===== src/rtl/seg7_pkg.sv =====
// Shared definitions for 7-segment scan decoding: glyph codes, default dwell, digit index.
package seg7_pkg;

    localparam int STABLE_CYCLES_DEF = 4;

    typedef logic [1:0] digit_t;

    localparam logic [6:0] GLYPH_0 = 7'h7E;
    localparam logic [6:0] GLYPH_1 = 7'h30;
    localparam logic [6:0] GLYPH_2 = 7'h6D;
    localparam logic [6:0] GLYPH_3 = 7'h79;
    localparam logic [6:0] GLYPH_4 = 7'h33;
    localparam logic [6:0] GLYPH_5 = 7'h5B;
    localparam logic [6:0] GLYPH_6 = 7'h5F;
    localparam logic [6:0] GLYPH_7 = 7'h70;
    localparam logic [6:0] GLYPH_8 = 7'h7F;
    localparam logic [6:0] GLYPH_9 = 7'h7B;
    localparam logic [6:0] GLYPH_A = 7'h77;
    localparam logic [6:0] GLYPH_B = 7'h1F;
    localparam logic [6:0] GLYPH_C = 7'h4E;
    localparam logic [6:0] GLYPH_D = 7'h3D;
    localparam logic [6:0] GLYPH_E = 7'h4F;
    localparam logic [6:0] GLYPH_F = 7'h47;

    // Element i holds the segment pattern of hex digit i.
    localparam logic [15:0][6:0] GLYPHS = {
        GLYPH_F, GLYPH_E, GLYPH_D, GLYPH_C, GLYPH_B, GLYPH_A, GLYPH_9, GLYPH_8,
        GLYPH_7, GLYPH_6, GLYPH_5, GLYPH_4, GLYPH_3, GLYPH_2, GLYPH_1, GLYPH_0
    };

    function automatic logic one_cold(input logic [3:0] an);
        return an inside {4'b1110, 4'b1101, 4'b1011, 4'b0111};
    endfunction

    function automatic digit_t cold_idx(input logic [3:0] an);
        case (an)
            4'b1110: return 2'd0;
            4'b1101: return 2'd1;
            4'b1011: return 2'd2;
            default: return 2'd3;
        endcase
    endfunction

endpackage


===== src/rtl/seg7_to_hex.sv =====
// Combinational glyph decoder: segment pattern to hex nibble, with a legality flag.
module seg7_to_hex
    import seg7_pkg::*;
(
    input  logic [6:0] seg,
    output logic [3:0] nibble,
    output logic       legal
);

    always_comb begin
        nibble = 4'h0;
        legal  = 1'b0;
        for (int i = 0; i < 16; i++) begin
            if (seg == GLYPHS[i]) begin
                nibble = 4'(i);
                legal  = 1'b1;
            end
        end
    end

endmodule


===== src/rtl/seg7_scan_decoder.sv =====
// Recovers a 4-digit hex value from a multiplexed 7-segment display bus.
module seg7_scan_decoder
    import seg7_pkg::*;
#(
    parameter int STABLE_CYCLES = STABLE_CYCLES_DEF
) (
    input  logic        clk,
    input  logic        rst_n,
    input  logic [6:0]  seg,
    input  logic [3:0]  an,
    output logic [15:0] value,
    output logic        value_stb,
    output logic [3:0]  digit_err
);

    localparam logic [7:0] SAT = 8'(STABLE_CYCLES);

    logic [6:0]      r_seg, p_seg;
    logic [3:0]      r_an, p_an;
    logic [7:0]      dwell;
    logic [3:0]      captured, cap_base, cap_nxt, sel;
    logic [3:0][3:0] shadow;
    logic            done, done_nxt;
    logic            same, fire, legal;
    logic [3:0]      nib;
    digit_t          idx;

    seg7_to_hex u_hex (
        .seg    (r_seg),
        .nibble (nib),
        .legal  (legal)
    );

    always_comb begin
        same     = one_cold(r_an) && (r_an == p_an) && (r_seg == p_seg);
        fire     = same && (dwell == SAT - 8'd1);
        idx      = cold_idx(r_an);
        sel      = 4'b0001 << idx;
        // A pending frame completion empties the mask on this same edge.
        cap_base = done ? 4'h0 : captured;
        cap_nxt  = cap_base;
        if (fire) cap_nxt = legal ? (cap_base | sel) : (cap_base & ~sel);
        done_nxt = fire && legal && ((cap_base | sel) == 4'hF);
    end

    always_ff @(posedge clk or negedge rst_n) begin
        if (!rst_n) begin
            r_seg     <= 7'h00;
            r_an      <= 4'hF;
            p_seg     <= 7'h00;
            p_an      <= 4'hF;
            dwell     <= 8'd0;
            captured  <= 4'h0;
            shadow    <= '0;
            done      <= 1'b0;
            value     <= 16'h0000;
            value_stb <= 1'b0;
            digit_err <= 4'h0;
        end else begin
            r_seg     <= seg;
            r_an      <= an;
            p_seg     <= r_seg;
            p_an      <= r_an;
            dwell     <= !same ? 8'd0 : (dwell == SAT) ? dwell : dwell + 8'd1;
            captured  <= cap_nxt;
            done      <= done_nxt;
            value_stb <= done;
            if (done) value <= shadow;
            if (fire) begin
                if (legal) begin
                    shadow[idx]    <= nib;
                    digit_err[idx] <= 1'b0;
                end else begin
                    digit_err[idx] <= 1'b1;
                end
            end
        end
    end

endmodule


===== config.mk =====
export PLATFORM = sky130hd
export DESIGN_NAME = seg7_scan_decoder
export DESIGN_NICKNAME = d
export VERILOG_FILES = /design/src/rtl/seg7_pkg.sv /design/src/rtl/seg7_to_hex.sv /design/src/rtl/seg7_scan_decoder.sv
export SDC_FILE = /design/constraint.sdc
export NUM_CORES = 1
export LEC_CHECK = 0
export ABC_CLOCK_PERIOD_IN_PS = 4600
export BUFFER_PORTS_ARGS = -buffer_cell sky130_fd_sc_hd__buf_4
export CAP_MARGIN = 40
export CORE_AREA = 3 3 96 98
export DETAILED_ROUTE_END_ITERATION = 7
export DIE_AREA = 0 0 99 101
export HOLD_SLACK_MARGIN = 0.05
export PLACE_DENSITY_LB_ADDON = 0.25
export SETUP_SLACK_MARGIN = 0.2
export SKIP_CTS_REPAIR_TIMING = 1
export SLEW_MARGIN = 20
export SYNTH_ARGS = -nofsm -noshare
export SYNTH_HDL_FRONTEND = slang
export SYNTH_SLANG_ARGS = --single-unit

===== constraint.sdc =====
create_clock -name clk -period 4.6 [get_ports clk]
set_input_delay 0.23 -clock clk [delete_from_list [all_inputs] [get_ports clk]]
set_output_delay 0.23 -clock clk [all_outputs]
set_load 0.01 [all_outputs]

=== After elaboration in Yosys (flattened, before gate mapping) ===
Cells that the tools add are included.

* Output and inout bits: 21
* Register bits after elaboration: 72
* Bits of input ports: 13
* Logic and storage cells: 101

* Equality and inequality tests: 26
* $lt $le $gt $ge: 2
* Bitwise gates (word level): 6
* Reductions and logical operators: 8
* Add/subtract/negate cells: 1
* Muxes and demuxes: 43
* Shifts and indexed selects: 1

{| class="wikitable"
|+ Operators with widths
! cell !! number
|-
| 7-bit equality test (second input constant) || 12
|-
| 4-bit two-way mux || 13
|-
| 7-bit by 6-bit equality test with 1-bit output (second input constant) || 3
|-
| 1-bit two-way mux || 18
|-
| 16-bit bitwise mux || 1
|-
| 4-bit equality test (second input constant) || 4
|-
| 8-bit two-way mux || 2
|-
| 3-bit two-way mux || 4
|-
| 8-bit by 1-bit adder with 8-bit output (second input constant) || 1
|-
| 4-bit bitwise AND || 2
|-
| 4-bit demux with 2-bit select || 1
|-
| 8-bit by 2-bit equality test with 1-bit output (second input constant) || 1
|-
| 8-bit by 3-bit equality test with 1-bit output (second input constant) || 1
|-
| 4-bit NOT || 2
|-
| 4-bit bitwise OR || 2
|-
| 7-bit by 5-bit equality test with 1-bit output (second input constant) || 1
|-
| 7-bit equality test || 1
|-
| 1-bit logical AND || 6
|-
| 2-bit one-hot mux with 3 select lines || 1
|-
| 4-bit by 3-bit equality test with 1-bit output (second input constant) || 1
|-
| 4-bit equality test || 1
|-
| 2-bit two-way mux || 2
|-
| 4-bit nonzero test || 1
|-
| 1-bit by 2-bit left shift with 4-bit output (first input constant) || 1
|-
| other kinds (5) || 5
|}

=== Logic depth before layout (Yosys ltp) ===
* Word-level depth: 19
* Mapped depth: 7
* Depth with buffers taken out: 7

=== By module ===
From an unflattened synthesis, not the netlist that was laid out.

* Cells, all modules: 257
* Area total of the unflattened synthesis: 3221.8 µm²

{| class="wikitable"
|+ By module, submodules not included
! module !! instances !! seq. area each (µm²) !! area each (µm²) !! cells each
|-
| seg7_scan_decoder || 1 || 1811.7 || 2835.2 || 199
|-
| seg7_to_hex || 1 || 0.0 || 386.6 || 58
|}

=== Worst setup path after synthesis ===
No wires, ideal clock.

* Kind: register -> register
* Start point: register r_an[0]
* End point: register shadow[10] in the netlist's numbering
* Stages on the path, launching flop included: 7
* Library setup time: 0.125 ns
* Buffers on the path: 1
* Setup slack: 2.329 ns
* Period minus slack after synthesis: 2.271 ns
* Arrival: 2.146 ns
* Required time: 4.475 ns
* Cells stage by stage: dfstp_2 -> buf_2 -> xor2_1 -> nor3_1 -> nand4_4 -> a311oi_4 -> mux2_2

* Word-level cells in the longest chain between the ends: 7
* Elaborated cells between the ends (all ways): 17
* Classes of those cells: 2 x order compare; 5 x eq/ne; 4 x mux; 6 x reduce/logical

{| class="wikitable"
|+ Ends and longest elaborated chain
! item !! RTL line !! RTL
|-
| from (decl) || seg7_scan_decoder.sv:19 || <nowiki>logic [3:0] r_an, p_an;</nowiki>
|-
| from (signal assigned) || seg7_scan_decoder.sv:61 || <nowiki>r_an <= an;</nowiki>
|-
| 4-bit equality test || seg7_pkg.sv:32, seg7_pkg.sv:36 ||
|-
| 2-bit one-hot mux with 3 select lines || seg7_pkg.sv:36 || <nowiki>case (an)</nowiki>
|-
| 2-bit by 3-bit less-than comparator with 1-bit output (implied by the code) / 2-bit by 1-bit >= comparator with 1-bit output (equally long branches) || seg7_scan_decoder.sv:71 || <nowiki>shadow[idx] <= nib;</nowiki>
|-
| 1-bit logical AND (implied by the code) || seg7_scan_decoder.sv:71 ||
|-
| 4-bit two-way mux (implied by the code) || seg7_scan_decoder.sv:71 ||
|-
| 4-bit demux with 2-bit select || seg7_scan_decoder.sv:71 ||
|-
| 16-bit bitwise mux || seg7_scan_decoder.sv:71 ||
|-
| to (signal, indexed assignment) || seg7_scan_decoder.sv:71 ||
|-
| to (decl) || seg7_scan_decoder.sv:22 || <nowiki>logic [3:0][3:0] shadow;</nowiki>
|}

Parallel ways exist; a longest one is shown, timed or not.
A chain may end at the register's enable or synchronous reset.

=== Worst setup path in the final report ===
* Start point: register r_seg[1]
* End point: register shadow[14] in the netlist's numbering

* Word-level cells in the longest chain between the ends: 18
* Elaborated cells between the ends (all ways): 49
* Classes of those cells: 17 x eq/ne; 29 x mux; 3 x reduce/logical

{| class="wikitable"
|+ Ends and longest elaborated chain
! item !! RTL line !! RTL
|-
| from (decl) || seg7_scan_decoder.sv:18 || <nowiki>logic [6:0] r_seg, p_seg;</nowiki>
|-
| from (signal assigned) || seg7_scan_decoder.sv:60 || <nowiki>r_seg <= seg;</nowiki>
|-
| 7-bit equality test || seg7_to_hex.sv:14 || <nowiki>if (seg == GLYPHS[i]) begin</nowiki>
|-
| 1-bit two-way mux (16 in a row) || seg7_to_hex.sv:14 ||
|-
| 2-bit AND reduction (no source line) || -- ||
|}

Parallel ways exist; a longest one is shown, timed or not.

==> summary.md <==
| Metric | Value |
|---|---|
| Max FO, Critical Path | `15` |
| Area of the multi-input gates | `0.00145 mm²` |
| Row Count | `34` |
| Final period util | `56.5%` |
| H-tree depth | `3` |
| CTS tree | `done` |
| First-pass GRT wire length | `10400 µm` |
| Post-synthesis mux area share | `12.8%` |
| Worst skew pair latency | `350 ps` |
| Vias per inst | `roughly 5.1` |
| Final critical-path required period | `2600 ps` |
| Status | `finished, final reports clean` |
| Top cells by area, synth | `dfrtp_1 48%, mux2_2 9.4%, dfstp_2 6.2%, xor2_1 3.9%, a311oi_4 3.1%` |
| Ports | `34` |
| Critical path arrival | `2830 ps` |
| Full die area | `around 0.010 mm²` |
| Post-synth ARST share | `100%` |
| Vias | `about 2200` |
| Share of post-route cells with drive strength above 1 | `about a third` |
| Fin nets | `324` |
| YS warnings | `0` |
| Reg2Reg Depth | `5` |
| Flop pwr share | `56.4%` |
| Prevailing post-synth register cell | `dfrtp_1` |
| Setup WS post-layout | `roughly 2000 ps` |
| Count of cell types in the netlist | `55` |
| Layout Skew | `approximately 13 ps` |
| Post-synth EDFFs | `0` |
| Clock group share of total power | `37.5%` |
| Die Width | `slightly below 100 µm` |
| Sw frac | `25.1%` |
| Vias in the first global route | `around 2000` |
| Mean Syn Cell Area | `12.8 µm²` |
| Max_cap viols | `0` |
| DRT antenna net count | `0` |
| HPWL after DPL | `4260 µm` |
| Number of diodes | `0` |
| Hold WS | `330 ps` |
| Seq/Total Area, Yosys | `53.7%` |
| HP Class | `in2async` |
| P_int | `0.885 mW` |
| FF+latch count, synth | `72` |
| Worst slew pin tran | `649 ps` |
| Initial antenna violation count | `0` |
| Routed WL | `6290 µm` |
| Worst relative slew slack | `56.5%` |
| Avg WL per Cell | `about 15 µm` |
| FF-to-FF setup slack | `2000 ps` |
| Critical Path Sink Type | `flip-flop` |
| Synth Area in Simple Gates | `13.6%` |
| Dpl ws | `1980 ps` |
| Setup CP Type | `reg2reg` |
| Total Power | `between 1 and 1.5 mW` |
| Final hold vios | `0` |
| Die Y | `101 µm` |
| CTS Buf Count | `9` |
| R2r endpoint | `shadow[14]` |
| Synth Net Count | `279` |
| Area growth from synthesis to layout | `19.1%` |
| Fill count | `810` |
| RePlAce Congestion | `0.752` |
| PortBufs | `33` |
| Post-Synth XOR/XNOR Area | `4.94%` |
| Setup Viol. Count Final | `0` |
| DR pass1 iterations | `4` |
| Fmax achieved | `385 MHz` |
| Clk buf depth | `2` |
| RR Startpoint | `r_seg[1]` |
| DRC | `0` |
| Area leader, netlist | `dfrtp_1` |
| Switching Power | `0.296 mW` |
| Synth top area share | `a little under half` |
| Max rail drop VDD | `0.163 mV` |
| GRT Overall Usage | `13.2%` |
| Initial Util | `39.4%` |
| Cell count after synthesis | `264` |
| Gr ovfl total | `0` |
| Complex-gate fraction of the synthesized area | `about 11%` |
| Clock slew at reported path FFs | `80 ps` |
| Data required time at the worst endpoint | `4840 ps` |
| DR iter-0 viols | `77` |
| Post-Route Utilization | `46.9%` |
| CORE AREA | `between 0.008 and 0.009 mm²` |
| Power per cell area | `294 mW/mm²` |
| Leakage | `1.81 nW` |
| RSZ-0062 raised after global routing | `false` |
| Final TNS setup | `0 ps` |
| FF/Latch Area | `0.00181 mm²` |
| Clock sinks | `72` |
| Slew Limit Fails | `0` |
| Crit path launch type | `flip-flop` |
| Cell Area, Synth | `0.00337 mm²` |
| Main combinational cell family by area after synthesis | `simple AND/OR/NAND/NOR gates` |
| Root buf cell | `clkbuf_8` |
| Post-Synth Adder-Cell Area | `0.742%` |
| Combinational power share | `6.1%` |
| Largest net degree at the start of global routing | `47` |
==> worst max-delay path, cell delays in order, from the launching register on <==
cell and delay, ps:
dfrtp_1 570, or4_1 600, a211oi_2 300, a41oi_4 120, a311oi_4 510, mux2_2 380
==> how the worst max path moves through the flow <==
stage,from,end,slack [ps],depth (start not counted)
after CTS,r_seg[1],shadow[14],2010,5
final,r_seg[1],shadow[14],2000,5
after global placement,r_seg[1],shadow[5],2070,5
after floorplan,r_an[0],shadow[10],2330,6
after detailed placement,r_seg[1],shadow[5],1980,5
after global routing,r_seg[1],shadow[15],1850,5
==> per-layer routing <==
metal	up-vias	track usage (%)	share of wire, %
li1	1034	-	-
met1	1070	18.4	47
met2	43	19.3	47
met3	15	4.01	3.6
met4	0	5.36	2.1
met5	-	0	0
==> cell families (layout without fill, tap and decap cells) <==
group	count (synthesis)	count (layout)
muxes	39	39
xor gates and xnor gates	19	19
adders and majority gates	2	2
buffers and inverters	22	72
DFF	72	72
and+or+nand+nor	74	74
AOI/OAI and AO/OA	36	36
==> synth_stat cells (4+ instances only) <==
library cell  instances
o21ai_0               4
clkbuf_1              4
a311oi_4              4
nand3_1              11
xnor2_1               4
a21oi_1               5
buf_2                 6
nor2_1               13
nor3_1                4
nand2b_1              6
nand2_1              11
dfrtp_1              64
dfstp_2               8
mux2_1                4
inv_1                 9
nand4b_1              4
mux2_2               28
o21bai_1              5
xor2_1               15
mux2i_1               7
and3_1                4
==> power by group through the flow <==
stage	sequential, mW	clock (mW)	combinational [mW]
2_1_floorplan	0.663	0	0.0501
3_3_place_gp	0.677	0	0.0621
3_5_place_dp	0.678	0	0.0654
4_1_cts	0.666	0.461	0.0659
5_1_grt	0.668	0.489	0.0809
6_report	0.666	0.443	0.0722
==> sequential cells by signal, summed over array words and instances (netlist names), named ones only <==
signal / cells
p_seg: 7
r_an: 4
value_stb: 1
captured: 4
value: 16
dwell: 8
shadow: 16
done: 1
p_an: 4
r_seg: 7
==> metrics by stage <==
stage                     instances  cell area (µm²)
final                           422             4010
after global routing            422             4010
after CTS                       409             3880
after detailed placement        393             3710
after global placement          392             3680
after floorplan                 264             3370
==> area by class of cell <==
cell class	instances	share of cell area, %
multi-input cells	170	36.1
inverters	9	0.842
clock buffers	10	3.43
well taps	108	3.37
flip-flops and latches	72	45.1
clock inverters	6	0.873
repair buffers	47	10.2
==> placed cells by master, fill, tap and decap left out, drive strengths merged, types with 3 or more instances in the layout <==
| cell type | netlist | layout |
|---|---|---|
| xnor2 | 4 | 4 |
| o21bai | 5 | 5 |
| and3 | 4 | 4 |
| mux2i | 7 | 7 |
| nand3 | 11 | 11 |
| nor2b | 3 | 3 |
| nor2 | 13 | 13 |
| or3b | 3 | 3 |
| dlygate4sd3 | 0 | 12 |
| nand2b | 6 | 6 |
| dfstp | 8 | 8 |
| dfrtp | 64 | 64 |
| nand4b | 4 | 4 |
| clkbuf | 4 | 10 |
| a21oi | 5 | 5 |
| buf | 9 | 35 |
| nand2 | 11 | 11 |
| clkinv | 0 | 4 |
| inv | 9 | 9 |
| xor2 | 15 | 15 |
| o21ai | 5 | 5 |
| nor4 | 3 | 3 |
| nor3 | 5 | 5 |
| a311oi | 4 | 4 |
| o211ai | 3 | 3 |
| mux2 | 32 | 32 |
| nand4 | 3 | 3 |
(Power assumes the default switching activity.)
